===== src/rtl/calc_e_dispatch_if.sv =====
// Signal bundle for calc_e_dispatch: issue stream, per-unit issue/result ports, retire stream and stats.
// i_thresh/o_hit/o_hit_count exist only when CALC_E_DISPATCH_THRESH_EN is defined.
interface calc_e_dispatch_if #(
   parameter int SEQ_WIDTH = 8,
   parameter int E_WIDTH   = 16,
   parameter int NUM_UNITS = 2
);
   logic                           i_clear;
   logic [SEQ_WIDTH-1:0]           i_seq;
   logic                           i_valid;
   logic                           o_ready;
   logic [NUM_UNITS*SEQ_WIDTH-1:0] o_u_seq;
   logic [NUM_UNITS-1:0]           o_u_valid;
   logic [NUM_UNITS-1:0]           i_u_ready;
   logic [NUM_UNITS*E_WIDTH-1:0]   i_u_e;
   logic [NUM_UNITS-1:0]           i_u_valid;
   logic [NUM_UNITS-1:0]           o_u_ready;
   logic [E_WIDTH-1:0]             o_e;
   logic [SEQ_WIDTH-1:0]           o_e_seq;
   logic                           o_valid;
   logic                           i_ready;
   logic [E_WIDTH-1:0]             o_best_e;
   logic [SEQ_WIDTH-1:0]           o_best_seq;
   logic                           o_best_valid;
   logic [31:0]                    o_count;
`ifdef CALC_E_DISPATCH_THRESH_EN
   logic [E_WIDTH-1:0]             i_thresh;
   logic                           o_hit;
   logic [15:0]                    o_hit_count;
`endif

   // Dispatcher side
   modport slave (
`ifdef CALC_E_DISPATCH_THRESH_EN
      input  i_thresh,
      output o_hit, o_hit_count,
`endif
      input  i_clear, i_seq, i_valid, i_u_ready, i_u_e, i_u_valid, i_ready,
      output o_ready, o_u_seq, o_u_valid, o_u_ready, o_e, o_e_seq, o_valid,
      output o_best_e, o_best_seq, o_best_valid, o_count
   );

   // Register-interface / unit side
   modport master (
`ifdef CALC_E_DISPATCH_THRESH_EN
      output i_thresh,
      input  o_hit, o_hit_count,
`endif
      output i_clear, i_seq, i_valid, i_u_ready, i_u_e, i_u_valid, i_ready,
      input  o_ready, o_u_seq, o_u_valid, o_u_ready, o_e, o_e_seq, o_valid,
      input  o_best_e, o_best_seq, o_best_valid, o_count
   );
endinterface


===== src/rtl/calc_e_dispatch.sv =====
// Round-robin calc_e_buf dispatcher: in-order retire (unit result -> o_valid in 1 cycle, held while !i_ready),
// best-energy and retire count; CALC_E_DISPATCH_THRESH_EN adds the threshold hit pulse and counter.

module calc_e_dispatch_fifo #(
   parameter int W     = 8,
   parameter int DEPTH = 4
) (
   input  logic         clk,
   input  logic         rst,
   input  logic         clr,
   input  logic         push,
   input  logic [W-1:0] push_dat,
   input  logic         pop,
   output logic [W-1:0] head_dat,
   output logic         full,
   output logic         empty
);
   localparam int PW = (DEPTH > 1) ? $clog2(DEPTH) : 1;
   localparam logic [PW:0] DEPTH_C = DEPTH[PW:0];

   logic [W-1:0]  mem_q [DEPTH];
   logic [W-1:0]  mem_d [DEPTH];
   logic [PW-1:0] wr_ptr_q, wr_ptr_d;
   logic [PW-1:0] rd_ptr_q, rd_ptr_d;
   logic [PW:0]   cnt_q, cnt_d;

   assign head_dat = mem_q[rd_ptr_q];
   assign full     = (cnt_q == DEPTH_C);
   assign empty    = (cnt_q == '0);

   always_comb begin
      mem_d    = mem_q;
      wr_ptr_d = wr_ptr_q;
      rd_ptr_d = rd_ptr_q;
      cnt_d    = cnt_q;
      if (clr) begin
         wr_ptr_d = '0;
         rd_ptr_d = '0;
         cnt_d    = '0;
      end else begin
         if (push) begin
            mem_d[wr_ptr_q] = push_dat;
            wr_ptr_d        = wr_ptr_q + 1'b1;
         end
         if (pop) begin
            rd_ptr_d = rd_ptr_q + 1'b1;
         end
         case ({push, pop})
            2'b10:   cnt_d = cnt_q + 1'b1;
            2'b01:   cnt_d = cnt_q - 1'b1;
            default: cnt_d = cnt_q;
         endcase
      end
   end

   always_ff @(posedge clk or posedge rst) begin
      if (rst) begin
         for (int i = 0; i < DEPTH; i++) begin
            mem_q[i] <= '0;
         end
         wr_ptr_q <= '0;
         rd_ptr_q <= '0;
         cnt_q    <= '0;
      end else begin
         mem_q    <= mem_d;
         wr_ptr_q <= wr_ptr_d;
         rd_ptr_q <= rd_ptr_d;
         cnt_q    <= cnt_d;
      end
   end
endmodule

module calc_e_dispatch #(
   parameter int SEQ_WIDTH = 8,
   parameter int E_WIDTH   = 16,
   parameter int NUM_UNITS = 2,
   parameter int TAG_DEPTH = 4
) (
   input logic              wb_clk_i,
   input logic              wb_rst_i,
   calc_e_dispatch_if.slave bus
);
   localparam int UW = $clog2(NUM_UNITS);
   localparam logic [UW-1:0] LAST_UNIT = UW'(NUM_UNITS - 1);

   logic [UW-1:0]        issue_ptr_q, issue_ptr_d;
   logic [UW-1:0]        retire_ptr_q, retire_ptr_d;
   logic [E_WIDTH-1:0]   o_e_q, o_e_d;
   logic [SEQ_WIDTH-1:0] o_e_seq_q, o_e_seq_d;
   logic                 o_valid_q, o_valid_d;
   logic [E_WIDTH-1:0]   best_e_q, best_e_d;
   logic [SEQ_WIDTH-1:0] best_seq_q, best_seq_d;
   logic                 best_valid_q, best_valid_d;
   logic [31:0]          count_q, count_d;
`ifdef CALC_E_DISPATCH_THRESH_EN
   logic                 hit_q, hit_d;
   logic [15:0]          hit_count_q, hit_count_d;
`endif

   logic [NUM_UNITS-1:0] tag_full, tag_empty, tag_push, tag_pop;
   logic [SEQ_WIDTH-1:0] tag_head [NUM_UNITS];
   logic [NUM_UNITS-1:0] u_valid_c, u_ready_c;
   logic                 ready_c, out_free, issue_hs, retire_hs;
   logic [E_WIDTH-1:0]   ret_e;
   logic [SEQ_WIDTH-1:0] ret_seq;

   // One tag FIFO per unit holds the sequences it still owes a result for.
   for (genvar k = 0; k < NUM_UNITS; k++) begin : g_tag
      calc_e_dispatch_fifo #(.W(SEQ_WIDTH), .DEPTH(TAG_DEPTH)) u_tag (
         .clk      (wb_clk_i),
         .rst      (wb_rst_i),
         .clr      (bus.i_clear),
         .push     (tag_push[k]),
         .push_dat (bus.i_seq),
         .pop      (tag_pop[k]),
         .head_dat (tag_head[k]),
         .full     (tag_full[k]),
         .empty    (tag_empty[k])
      );
   end

   // Handshake outputs are forced low while reset is asserted.
   always_comb begin
      ready_c   = 1'b0;
      u_valid_c = '0;
      u_ready_c = '0;
      ret_e     = '0;
      ret_seq   = '0;
      out_free  = ~o_valid_q | bus.i_ready;
      if (!wb_rst_i) begin
         ready_c = bus.i_u_ready[issue_ptr_q] & ~tag_full[issue_ptr_q];
         for (int k = 0; k < NUM_UNITS; k++) begin
            u_valid_c[k] = bus.i_valid & (issue_ptr_q == UW'(k)) & ~tag_full[k];
            u_ready_c[k] = (retire_ptr_q == UW'(k)) & ~tag_empty[k] & out_free;
         end
      end
      for (int k = 0; k < NUM_UNITS; k++) begin
         if (retire_ptr_q == UW'(k)) begin
            ret_e   = bus.i_u_e[k*E_WIDTH +: E_WIDTH];
            ret_seq = tag_head[k];
         end
      end
      tag_push  = u_valid_c & bus.i_u_ready;
      tag_pop   = u_ready_c & bus.i_u_valid;
      issue_hs  = bus.i_valid & ready_c;
      retire_hs = |tag_pop;
   end

   always_comb begin
      issue_ptr_d  = issue_ptr_q;
      retire_ptr_d = retire_ptr_q;
      o_e_d        = o_e_q;
      o_e_seq_d    = o_e_seq_q;
      o_valid_d    = o_valid_q;
      best_e_d     = best_e_q;
      best_seq_d   = best_seq_q;
      best_valid_d = best_valid_q;
      count_d      = count_q;
`ifdef CALC_E_DISPATCH_THRESH_EN
      hit_d        = 1'b0;
      hit_count_d  = hit_count_q;
`endif
      if (issue_hs) begin
         issue_ptr_d = (issue_ptr_q == LAST_UNIT) ? '0 : issue_ptr_q + 1'b1;
      end
      if (retire_hs) begin
         retire_ptr_d = (retire_ptr_q == LAST_UNIT) ? '0 : retire_ptr_q + 1'b1;
         o_e_d        = ret_e;
         o_e_seq_d    = ret_seq;
         o_valid_d    = 1'b1;
         count_d      = count_q + 32'd1;
         // Strict less-than keeps the earlier sequence on a tie.
         if (!best_valid_q || (ret_e < best_e_q)) begin
            best_e_d     = ret_e;
            best_seq_d   = ret_seq;
            best_valid_d = 1'b1;
         end
`ifdef CALC_E_DISPATCH_THRESH_EN
         if (ret_e <= bus.i_thresh) begin
            hit_d = 1'b1;
            if (hit_count_q != 16'hFFFF) begin
               hit_count_d = hit_count_q + 16'd1;
            end
         end
`endif
      end else if (bus.i_ready) begin
         o_valid_d = 1'b0;
      end
      if (bus.i_clear) begin
         issue_ptr_d  = '0;
         retire_ptr_d = '0;
         o_e_d        = '0;
         o_e_seq_d    = '0;
         o_valid_d    = 1'b0;
         best_e_d     = '0;
         best_seq_d   = '0;
         best_valid_d = 1'b0;
         count_d      = '0;
`ifdef CALC_E_DISPATCH_THRESH_EN
         hit_d        = 1'b0;
         hit_count_d  = '0;
`endif
      end
   end

   always_ff @(posedge wb_clk_i or posedge wb_rst_i) begin
      if (wb_rst_i) begin
         issue_ptr_q  <= '0;
         retire_ptr_q <= '0;
         o_e_q        <= '0;
         o_e_seq_q    <= '0;
         o_valid_q    <= 1'b0;
         best_e_q     <= '0;
         best_seq_q   <= '0;
         best_valid_q <= 1'b0;
         count_q      <= '0;
`ifdef CALC_E_DISPATCH_THRESH_EN
         hit_q        <= 1'b0;
         hit_count_q  <= '0;
`endif
      end else begin
         issue_ptr_q  <= issue_ptr_d;
         retire_ptr_q <= retire_ptr_d;
         o_e_q        <= o_e_d;
         o_e_seq_q    <= o_e_seq_d;
         o_valid_q    <= o_valid_d;
         best_e_q     <= best_e_d;
         best_seq_q   <= best_seq_d;
         best_valid_q <= best_valid_d;
         count_q      <= count_d;
`ifdef CALC_E_DISPATCH_THRESH_EN
         hit_q        <= hit_d;
         hit_count_q  <= hit_count_d;
`endif
      end
   end

   assign bus.o_ready      = ready_c;
   assign bus.o_u_seq      = {NUM_UNITS{bus.i_seq}};
   assign bus.o_u_valid    = u_valid_c;
   assign bus.o_u_ready    = u_ready_c;
   assign bus.o_e          = o_e_q;
   assign bus.o_e_seq      = o_e_seq_q;
   assign bus.o_valid      = o_valid_q;
   assign bus.o_best_e     = best_e_q;
   assign bus.o_best_seq   = best_seq_q;
   assign bus.o_best_valid = best_valid_q;
   assign bus.o_count      = count_q;
`ifdef CALC_E_DISPATCH_THRESH_EN
   assign bus.o_hit        = hit_q;
   assign bus.o_hit_count  = hit_count_q;
`endif
endmodule


===== src/flat_wrapper.sv =====
// flat-port wrapper written by rule: the top's interface ports become plain ports
module calc_e_dispatch_flat 
#(
   parameter int SEQ_WIDTH = 8,
   parameter int E_WIDTH   = 16,
   parameter int NUM_UNITS = 2,
   parameter int TAG_DEPTH = 4
)
  (wb_clk_i, wb_rst_i, bus_i_clear, bus_i_seq, bus_i_valid, bus_i_u_ready, bus_i_u_e, bus_i_u_valid, bus_i_ready, bus_o_ready, bus_o_u_seq, bus_o_u_valid, bus_o_u_ready, bus_o_e, bus_o_e_seq, bus_o_valid, bus_o_best_e, bus_o_best_seq, bus_o_best_valid, bus_o_count);
  calc_e_dispatch_if #(.SEQ_WIDTH(SEQ_WIDTH), .E_WIDTH(E_WIDTH), .NUM_UNITS(NUM_UNITS)) bus_i ();
  input logic wb_clk_i;
  input logic wb_rst_i;
  input wire logic [$bits(bus_i.i_clear)-1:0] bus_i_clear;
  input wire logic [$bits(bus_i.i_seq)-1:0] bus_i_seq;
  input wire logic [$bits(bus_i.i_valid)-1:0] bus_i_valid;
  input wire logic [$bits(bus_i.i_u_ready)-1:0] bus_i_u_ready;
  input wire logic [$bits(bus_i.i_u_e)-1:0] bus_i_u_e;
  input wire logic [$bits(bus_i.i_u_valid)-1:0] bus_i_u_valid;
  input wire logic [$bits(bus_i.i_ready)-1:0] bus_i_ready;
  output wire logic [$bits(bus_i.o_ready)-1:0] bus_o_ready;
  output wire logic [$bits(bus_i.o_u_seq)-1:0] bus_o_u_seq;
  output wire logic [$bits(bus_i.o_u_valid)-1:0] bus_o_u_valid;
  output wire logic [$bits(bus_i.o_u_ready)-1:0] bus_o_u_ready;
  output wire logic [$bits(bus_i.o_e)-1:0] bus_o_e;
  output wire logic [$bits(bus_i.o_e_seq)-1:0] bus_o_e_seq;
  output wire logic [$bits(bus_i.o_valid)-1:0] bus_o_valid;
  output wire logic [$bits(bus_i.o_best_e)-1:0] bus_o_best_e;
  output wire logic [$bits(bus_i.o_best_seq)-1:0] bus_o_best_seq;
  output wire logic [$bits(bus_i.o_best_valid)-1:0] bus_o_best_valid;
  output wire logic [$bits(bus_i.o_count)-1:0] bus_o_count;
  assign bus_i.i_clear = bus_i_clear;
  assign bus_i.i_seq = bus_i_seq;
  assign bus_i.i_valid = bus_i_valid;
  assign bus_i.i_u_ready = bus_i_u_ready;
  assign bus_i.i_u_e = bus_i_u_e;
  assign bus_i.i_u_valid = bus_i_u_valid;
  assign bus_i.i_ready = bus_i_ready;
  assign bus_o_ready = bus_i.o_ready;
  assign bus_o_u_seq = bus_i.o_u_seq;
  assign bus_o_u_valid = bus_i.o_u_valid;
  assign bus_o_u_ready = bus_i.o_u_ready;
  assign bus_o_e = bus_i.o_e;
  assign bus_o_e_seq = bus_i.o_e_seq;
  assign bus_o_valid = bus_i.o_valid;
  assign bus_o_best_e = bus_i.o_best_e;
  assign bus_o_best_seq = bus_i.o_best_seq;
  assign bus_o_best_valid = bus_i.o_best_valid;
  assign bus_o_count = bus_i.o_count;
  calc_e_dispatch #(.SEQ_WIDTH(SEQ_WIDTH), .E_WIDTH(E_WIDTH), .NUM_UNITS(NUM_UNITS), .TAG_DEPTH(TAG_DEPTH)) u_core (.wb_clk_i(wb_clk_i), .wb_rst_i(wb_rst_i), .bus(bus_i));
endmodule

===== config.mk =====
export PLATFORM = sky130hd
export DESIGN_NAME = calc_e_dispatch_flat
export DESIGN_NICKNAME = d
export VERILOG_FILES = /design/src/rtl/calc_e_dispatch_if.sv /design/src/rtl/calc_e_dispatch.sv /design/src/flat_wrapper.sv
export SDC_FILE = /design/constraint.sdc
export NUM_CORES = 1
export LEC_CHECK = 0
export ABC_AREA = 1
export CORE_UTILIZATION = 35
export CTS_BUF_LIST = sky130_fd_sc_hd__clkbuf_8
export CTS_CLUSTER_DIAMETER = 50
export DETAILED_ROUTE_END_ITERATION = 7
export PLACE_DENSITY = 0.58
export SKIP_CTS_REPAIR_TIMING = 1
export SLEW_MARGIN = 20
export SYNTH_ARGS = -nofsm -noshare
export SYNTH_HDL_FRONTEND = slang
export SYNTH_HIERARCHICAL = 1
export SYNTH_SLANG_ARGS = --single-unit

===== constraint.sdc =====
create_clock -name wb_clk_i -period 5.88 [get_ports wb_clk_i]
set_clock_uncertainty 0.2 [all_clocks]
set_input_delay 0.588 -clock wb_clk_i [delete_from_list [all_inputs] [get_ports wb_clk_i]]
set_output_delay 0.588 -clock wb_clk_i [all_outputs]
set_load 0.05 [all_outputs]

Word-level counts from Yosys, hierarchy flattened
Index checks and enable logic that the tools add are counted.
{"block": "word_totals", "output_inout_bits": 103, "ff_bits": 162, "inputBits": 49, "word_cells": 151}
{"block": "classes", "n_reduce_logical": 20, "n_lt_le_gt_ge": 8, "addsub": 11, "n_mux": 57, "bitwise": 26, "eq_ne": 6}
{"op": "$mux 16", "n": 6}
{"op": "$mux 8", "n": 12}
{"op": "$bwmux 32", "n": 2}
{"op": "$mux 32", "n": 2}
{"op": "$add 32x1->32 const B", "n": 1}
{"op": "$bmux 8 s2", "n": 2}
{"op": "$demux 8 s2", "n": 2}
{"op": "$mux 2", "n": 10}
{"op": "$mux 1", "n": 17}
{"op": "$lt 16x16->1", "n": 1}
{"op": "$reduce_bool 2->1", "n": 7}
{"op": "$ge 3x3->1 const B", "n": 4}
{"op": "$not 2->3", "n": 4}
{"op": "$pmux 3 s2", "n": 2}
{"op": "$and 1x1->1", "n": 10}
{"op": "$not 1->1", "n": 9}
{"op": "$reduce_bool 3->1", "n": 3}
{"op": "$add 2x1->2 const B", "n": 4}
{"op": "$add 3x1->3 const B", "n": 2}
{"op": "$eq 3x3->1 const B", "n": 2}
{"op": "$logic_not 3->1", "n": 2}
{"op": "$lt 3x1->1 const B", "n": 2}
{"op": "$mux 3", "n": 2}
{"op": "$reduce_and 2->1", "n": 3}
{"op": "11 further kinds", "n": 17}

Logic depth before layout (Yosys ltp)
Gate-level depths: netlist of the first run.
{"block": "logic_depth", "depth_word": 9, "mapped_depth": 20, "ltp_nobuf": 17}

By module
The synthesis of the first run kept the hierarchy.
{"mod": "calc_e_dispatch", "seq_area_each_um2": 2102.0, "n_inst": 1, "area_each_um2": 5027.3, "cells_per_inst": 652}
{"mod": "calc_e_dispatch_fifo", "seq_area_each_um2": 975.9, "n_inst": 2, "area_each_um2": 1921.8, "cells_per_inst": 211}

Worst setup path after synthesis of the first run
No wires, ideal clock.
{"block": "synth_path", "path_kind": "input-to-output", "start": "in wb_rst_i", "end": "out bus_o_u_valid[0]", "cell_stages": 3, "required_ns": 5.092, "t_arrival_ns": 3.876, "n_path_buf": 0, "path_slack_ns": 1.216, "cell_sequence": "inv_1 nand2_1 nor3_1"}
{"block": "synth_between", "elab_chain_cells": 1}
{"element": "from (decl)", "line_no": "flat_wrapper.sv:12", "source": "input logic wb_rst_i;"}
{"element": "$mux 2", "line_no": "calc_e_dispatch.sv:130", "source": "if (!wb_rst_i) begin"}
{"element": "to (decl)", "line_no": "flat_wrapper.sv:22", "source": "output wire logic [$bits(bus_i.o_u_valid)-1:0] bus_o_u_valid;"}
No other way between the ends.

Worst setup path after layout of the first run
{"block": "layout_path", "start": "reg u_core.retire_ptr_q", "end": "reg u_core.best_e_q[0], in the netlist u_core/bus.o_best_e[0]"}
{"block": "layout_between", "elab_chain_cells": 8, "word_cells_on_any_way": 17, "cone_classes": "1 x order compare; 5 x mux; 6 x bitwise; 5 x reduce/logical"}
{"element": "from (decl)", "line_no": "calc_e_dispatch.sv:87", "source": "logic [UW-1:0] retire_ptr_q, retire_ptr_d;"}
{"element": "from (signal assigned)", "line_no": "calc_e_dispatch.sv:223", "source": "retire_ptr_q <= retire_ptr_d;"}
{"element": "branches (longest 8 deep; another with $lt 16x16->1)"}
{"element": "to (signal assigned)", "line_no": "calc_e_dispatch.sv:227", "source": "best_e_q <= best_e_d;"}
{"element": "to (decl)", "line_no": "calc_e_dispatch.sv:91", "source": "logic [E_WIDTH-1:0] best_e_q, best_e_d;"}
Several ways; the timed one is not identified. The select of a mux whose other input is x is not followed.
A chain may end at the register's enable or synchronous reset.

==> results of run 1 <==
[worst max-delay path by stage]
stage | from | to | cells after the start
2_1_floorplan | wb_rst_i | bus_o_u_valid[0] | 3
3_3_place_gp | wb_rst_i | u_core/bus.o_best_seq[7] | 9
3_5_place_dp | wb_rst_i | u_core/bus.o_best_seq[0] | 9
4_1_cts | u_core/retire_ptr_q | u_core/bus.o_best_seq[0] | 15
5_1_grt | u_core/retire_ptr_q | u_core/bus.o_best_e[5] | 15
6_report | u_core/retire_ptr_q | u_core/bus.o_best_e[0] | 15
[flip-flops by register name (all words and copies together) (netlist names)]
| register | cells |
|---|---|
| u_core/g_tag.u_tag/mem_q | 64 |
| u_core/retire_ptr_q | 1 |
| u_core/issue_ptr_q | 1 |
| u_core/g_tag.u_tag/rd_ptr_q | 4 |
| u_core/bus.o_e | 16 |
| u_core/bus.o_best_e | 16 |
| u_core/bus.o_best_seq | 8 |
| u_core/g_tag.u_tag/wr_ptr_q | 4 |
| u_core/bus.o_valid | 1 |
| u_core/bus.o_e_seq | 8 |
| u_core/bus.o_best_valid | 1 |
| u_core/bus.o_count | 32 |
| u_core/g_tag.u_tag/cnt_q | 6 |
[per-layer routing]
layer,vias to the layer above,part of all wire,global-route usage
li1,3749,-,-
met1,3587,0.47,0.256
met2,162,0.48,0.316
met3,23,0.041,0.0311
met4,0,0.011,0.0476
met5,-,0,0
[Yosys cell counts (all sizes together)]
cell / n
nand4: 17
clkbuf: 7
inv: 111
or2: 17
nand2: 280
xor2: 4
a211oi: 1
fa: 2
nor3b: 1
o21a: 2
nand3: 47
nor2: 97
o22ai: 16
a22o: 1
xnor2: 2
a221oi: 1
nor4: 3
a31oi: 4
a21oi: 29
or3: 2
nor3: 30
ha: 24
dfrtp: 162
o31ai: 5
and3: 2
o21ai: 161
buf: 46
[power groups by stage]
stage / Sequential [uW] / Clock [uW] / Combinational [uW]
CTS: 1320 / 826 / 931
global route: 1330 / 867 / 1010
global placement: 1340 / 0 / 920
finish: 1320 / 796 / 919
floorplan: 1500 / 0 / 472
detailed placement: 1340 / 0 / 929
[cell families (layout without fill, tap and decap cells)]
kind of cell               Yosys count  count (layout)  share of synthesized area
adders and majority gates           26              26                     0.0384
buffers and inverters              164             297                     0.0956
DFF                                162             162                      0.457
AOI/OAI and AO/OA                  220             220                      0.144
xor gates and xnor gates             6               6                    0.00592
and+or+nand+nor                    496             496                      0.260
[per-stage QoR]
step / instance area, um^2 / total power (uW) / instances / utilization
finish: 10800 / 3030 / 1531 / 0.438
floorplan: 8870 / 1970 / 1074 / -
detailed placement: 10400 / 2270 / 1499 / 0.422
global placement: 10400 / 2260 / 1499 / 0.422
global route: 10800 / 3210 / 1531 / 0.438
CTS: 10800 / 3070 / 1531 / 0.438
[worst max-delay path, cell delays in order, from the launching register on]
cell and delay [ps]:
dfrtp_1 1090, inv_4 350, or2_2 380, o21ai_0 150, inv_2 70, ha_1 300, a21oi_1 160, nor2_1 60
a211oi_1 180, nand2_1 100, nand2_1 80, nand2_2 70, nand2_4 240, nand2_4 250, nand2_1 130, nand2_1 50
[area by class of cell]
cell class,count,area (um^2)
fill,2476,13800
sequential,162,4050
multi-input combinational,748,3970
timing repair buffer,154,1530
inverter,111,428
tap,324,405
clock buffer,18,248
clock inverter,14,130
==> run summary, run 1 <==
The flow ran to the end, and the final reports show no timing, DRC or antenna violations. The cell area that synthesis handed to floorplanning was 0.00887 mm^2. For this configuration, the core starts out at a cell density of 0.361. The width of the die is 161 um. Of the available clock period, the critical path in the final layout requires 0.680. The endpoint identified for the worst register-to-register timing path is u_core/bus.o_best_e[0]. The setup slack of the worst register-to-register path is 1880 ps. The DRC violation total after the first TritonRoute iteration came out at 478.

The leading cell type in the layout, fill and taps excluded is nand2_1. IR analysis of the VDD net gives a maximum drop of 148 uV. The path depth of the worst reg2reg path came out at 15. The placement row count is 57. The worst setup path is captured at a flip-flop.

In this run the critical register-to-register path is launched from u_core/retire_ptr_q. The relative slew slack came out at 0.253. The number of nets at the end of the flow came out at 1269. The total net switching power came out at 1160 uW. The via count of the first global-routing pass is 7410. The category of the critical setup timing path is reg2reg.

The worst slack on hold paths is 278 ps. The worst hold path was traced through 2 stages. The number of nets with antenna violations after routing came out at 0.

Detailed placement ended at an HPWL of 16600 um. The clock tree buffer depth is 2. The H-tree was split into 4 levels. The sequential element share of the synthesized area is 0.457. The combinational cell fraction of total power came out at 0.303. The type of the tightest min-delay check is reg2reg. The static leakage came out at 0.00497 uW. Static timing analysis puts the maximum clock frequency at 250 MHz. Compared with the post-synthesis result, the final layout area differs by 21.4%. The average routed wire per standard cell came out at 15.4 um. Setup violations remaining at the end of the flow were counted as 0.

The power density of the placed cells is 282 mW/mm^2. Ranked by total cell area, the synthesized netlist is headed by dfrtp_1 (46%), nand2_1 (11%), o21ai_0 (4.3%). The final critical path time including I/O delays and setup is 4000 ps.

The final RePlAce weighted congestion came out at 0.855. Counting the buffers created by CTS gives 17. The synthesized netlist net count came out at 1149. CTS placed an instance of clkbuf_8 at the clock tree root. For hold timing, the worst endpoint is u_core/bus.o_best_seq[1].

For this design the top-level I/O count stands at 152. The share of total power dissipated in sequential elements is 0.434. The slew at the pin with the worst max-slew slack came out at 1120 ps. TritonCTS built the clock tree.

CTS saw 162 sinks. The clock reaches the later pin of the worst-skew pair after 470 ps. Global routing finished with a remaining overflow of 0. After detailed routing, the number of vias per cell comes to 4.91. For this run, design rule violations remaining after detail routing come to 0.

OpenSTA, run right after detailed placement, puts the worst setup slack at 1530 ps. The placeable core region came out at 0.0246 mm^2. STA classifies the critical path startpoint as a flip-flop. The floorplan die height is 161 um.

The worst hold path begins at u_core/bus.o_best_seq[1]. The internal cell power is 1870 uW. Max-cap violations in this run came to 0. At the worst endpoint, the arrival time is 4170 ps. The post-synthesis register bit count is 162. The least setup slack across all paths after layout came out at 1880 ps. Of all cell types, the one taking the most synthesized area is dfrtp_1. The total number of vias is 7521. The top cell types in the final layout, fill and taps aside, are nand2_1 (257), dfrtp_1 (162), clkdlybuf4s50_1 (150). Setup repair after global routing left no endpoint under its margin. The portion of total power attributed to the clock network came out at 0.262. The repair_antennas step left the layout with diodes totalling 0.

The wire length after detailed routing came out at 23600 um. The area enclosed by the die boundary is 0.0260 mm^2. Of all nets on the critical path, the largest fanout is 28.

The synthesized area per cell is 8.26 um^2. The fraction of power spent switching nets came out at 0.384. The setup TNS came out at 0 ps. The count of input and output buffers came out at 151. The first-pass GRT wire length came out at 39000 um. The largest net degree at the start of global routing came out at 61.

Before antenna repair, the detailed router went through 5 iterations. The number of antenna violations at the first check in global routing came out at 0. The clock slew seen by the registers of the worst setup and hold paths is 90 ps. The distinct cell type count after synthesis came out at 43. The all-layer global routing usage is 0.189. The layout cell share with drive strength beyond 1 is 0.117. The total number of yosys warnings came out at 6. The count of final hold-check violations is 0. Synthesis handed over a netlist of 1074 instances.

The number of pins exceeding their max-slew limit in the final report came out at 0. The share of synthesized area in the top cell type comes to 0.457. The data required time at the worst endpoint is 6050 ps.
Note: power is estimated with default switching activity, not from simulation.
==> run 2, diff against run 1 <==
clock period = 3.9 ns   (was 5.88 ns; I/O delays follow)
==> run summary, run 2 (synthesis gave the netlist of run 1 again) <==
The area enclosed by the die boundary came out at 0.0260 mm^2. The timing-limited maximum frequency came out at 321 MHz. The final layout contains routed wiring with a total length of 23300 um. The final critical path time including I/O delays and setup came out at 3110 ps. For the worst setup path, the data arrival time is 2520 ps. Leaving out fill and tap cells, the most frequent cells in the layout are nand2_1 (257), dfrtp_1 (162), clkdlybuf4s50_1 (150). Detailed routing placed a total of 11000 um of wire on met2. For this run the aggregate overflow at the end of global routing stands at 0.

The worst-case vdd ir drop came out at 236 uV. Measured along the y axis, the die boundary spans 161 um. The critical path in this run is classified as reg2out. Counting flops per register, the top entry is u_core/g_tag.u_tag/mem_q. The final RePlAce weighted congestion came out at 0.890. The clock tree buffer depth is 2. For this configuration, the core starts out at a cell density of 0.361. The average routed wire per standard cell is 15.1 um. The number of nets at the end of the flow came out at 1276.

The number of iterations in the first detailed-routing pass came out at 7. The first global-routing pass estimated 37400 um of wire. STA classifies the critical path startpoint as a flip-flop.

The layout cell share with drive strength beyond 1 came out at 0.120. The library cell used most frequently in the layout, excluding fill and tap cells, is nand2_1. The CTS tree is yes. For this run, the share of the core covered by cells in the final layout is 0.441. Setup total negative slack on the finished layout was measured at 0 ps.

The maximum fanout along the worst path came out at 28. The met1 wire length came out at 11000 um. The startpoint identified for the worst register-to-register timing path is u_core/retire_ptr_q.

The number of nets with antenna violations after routing is 0. The number of setup violations in the final report is 0. The tool flagged a number of max-cap violations equal to 0. The placement row count is 57. Across all setup checks in the final design, the least slack found is 786 ps.

At the pin with the least slew margin, the transition time is 794 ps. The worst setup path is captured at an output pin. Of the available clock period, the critical path in the final layout requires 0.798. The data required time at the worst endpoint came out at 3310 ps. The clock slew seen by the registers of the worst setup and hold paths is 90 ps. The count of fill cells added during filler insertion is 2474. The post-synthesis to final-layout area growth came out at 22.2%.

The H-tree depth came out at 4. Dividing the detail-routed via count by the number of cells gives 4.90. The overall power after layout came out at 4640 uW. Clock tree synthesis inserted a total of 17 buffers. Setup repair after global routing left no endpoint under its margin.

The placeable core region came out at 0.0246 mm^2. The total inserted antenna cells is 0. The number of antenna violations at the first check in global routing is 0.

The all-layer global routing usage came out at 0.183. The clock latency reported for the late side of the worst-skew pair came out at 460 ps. The estimated wirelength of the detail-placed design came out at 16700 um.

The worst slack at placement is 774 ps. The number of pins exceeding their max-slew limit in the final report came out at 0. The clock root buffer is clkbuf_8. Wire segments on met3 add up to 1050 um in the final route. The placed standard-cell area is 0.0104 mm^2. The total non-filler cell area in the finished layout came out at 0.0108 mm^2. The run finished with clean final reports.

The power density of the placed cells came out at 427 mW/mm^2. Routed signal wires occupy layers up through met4. The timing startpoint of the critical path is u_core/retire_ptr_q.

The DRC violation total after the first TritonRoute iteration is 400. The count of input and output buffers is 151. The largest net degree at the start of global routing came out at 62. The count of final hold-check violations came out at 0. The CTS sink count is 162. The number of ports placed on the die boundary is 152. The floorplan step set the die width to 161 um.

The worst hold path belongs to the class in2async. The worst pin sits at a relative slew slack of 0.470. The via count of the first global-routing pass came out at 7176. The register with the most flip-flops in the layout has 64 of them. In the routed design, unresolved DRC markers number 0. The analysis attributes to cell leakage a power of 0.00502 uW.

The routed layout has 7542 vias.
-- run 2: cell types whose count changed in the layout (fill, tap and decap cells not counted) --
cell	change
buf_4	+7
clkinv_4	+1
clkbuf_8	+1
clkinv_2	-2
inv_6	-3
bufinv_16	+1
inv_1	+2
-- run 2: final timing paths --
check / end / slack [ps] / depth (start not counted)
min reg2reg: u_core/bus.o_e_seq[3] / 280 / 2
max reg2reg: u_core/bus.o_best_seq[6] / 820 / 16
max in group asynchronous: u_core/bus.o_e_seq[7] / 2070 / 4
min in group wb_clk_i: u_core/bus.o_valid / 230 / 2
max: bus_o_u_ready[1] / 790 / 4
min: u_core/issue_ptr_q / 50 / 2
-- run 2: per-stage QoR --
stage,cells,hold WS [ps]
floorplan,1074,250
global placement,1506,254
detailed placement,1506,262
CTS,1538,29.3
global route,1538,49.3
finish,1538,48.5
-- run 2: report_power, final --
part / leakage (uW) / internal (uW) / switching (uW)
Combinational: 0.00260 / 464 / 953
Sequential: 0.00222 / 1840 / 124
Clock: 0.000197 / 602 / 658
-- run 2: metal layers --
metal,vias to the layer above,GRT usage
li1,3765,-
met1,3576,0.251
met2,182,0.296
met3,19,0.0347
met4,0,0.0485
met5,-,0
-- run 2: worst max-delay path, cell delays in order, from the launching register on --
cell and delay, ps:
dfrtp_1 350, buf_4 220, inv_4 160, nor3_1 440, clkdlybuf4s50_1 900
-- run 2: cell type report --
| class | count | area, um^2 | share of cell area |
|---|---|---|---|
| Inverter | 111 | 430 | 0.0397 |
| Sequential cell | 162 | 4050 | 0.374 |
| Clock inverter | 13 | 138 | 0.0127 |
| Clock buffer | 19 | 262 | 0.0241 |
| Multi-Input combinational cell | 748 | 3970 | 0.366 |
| Tap cell | 324 | 405 | 0.0374 |
| Timing Repair Buffer | 161 | 1580 | 0.146 |
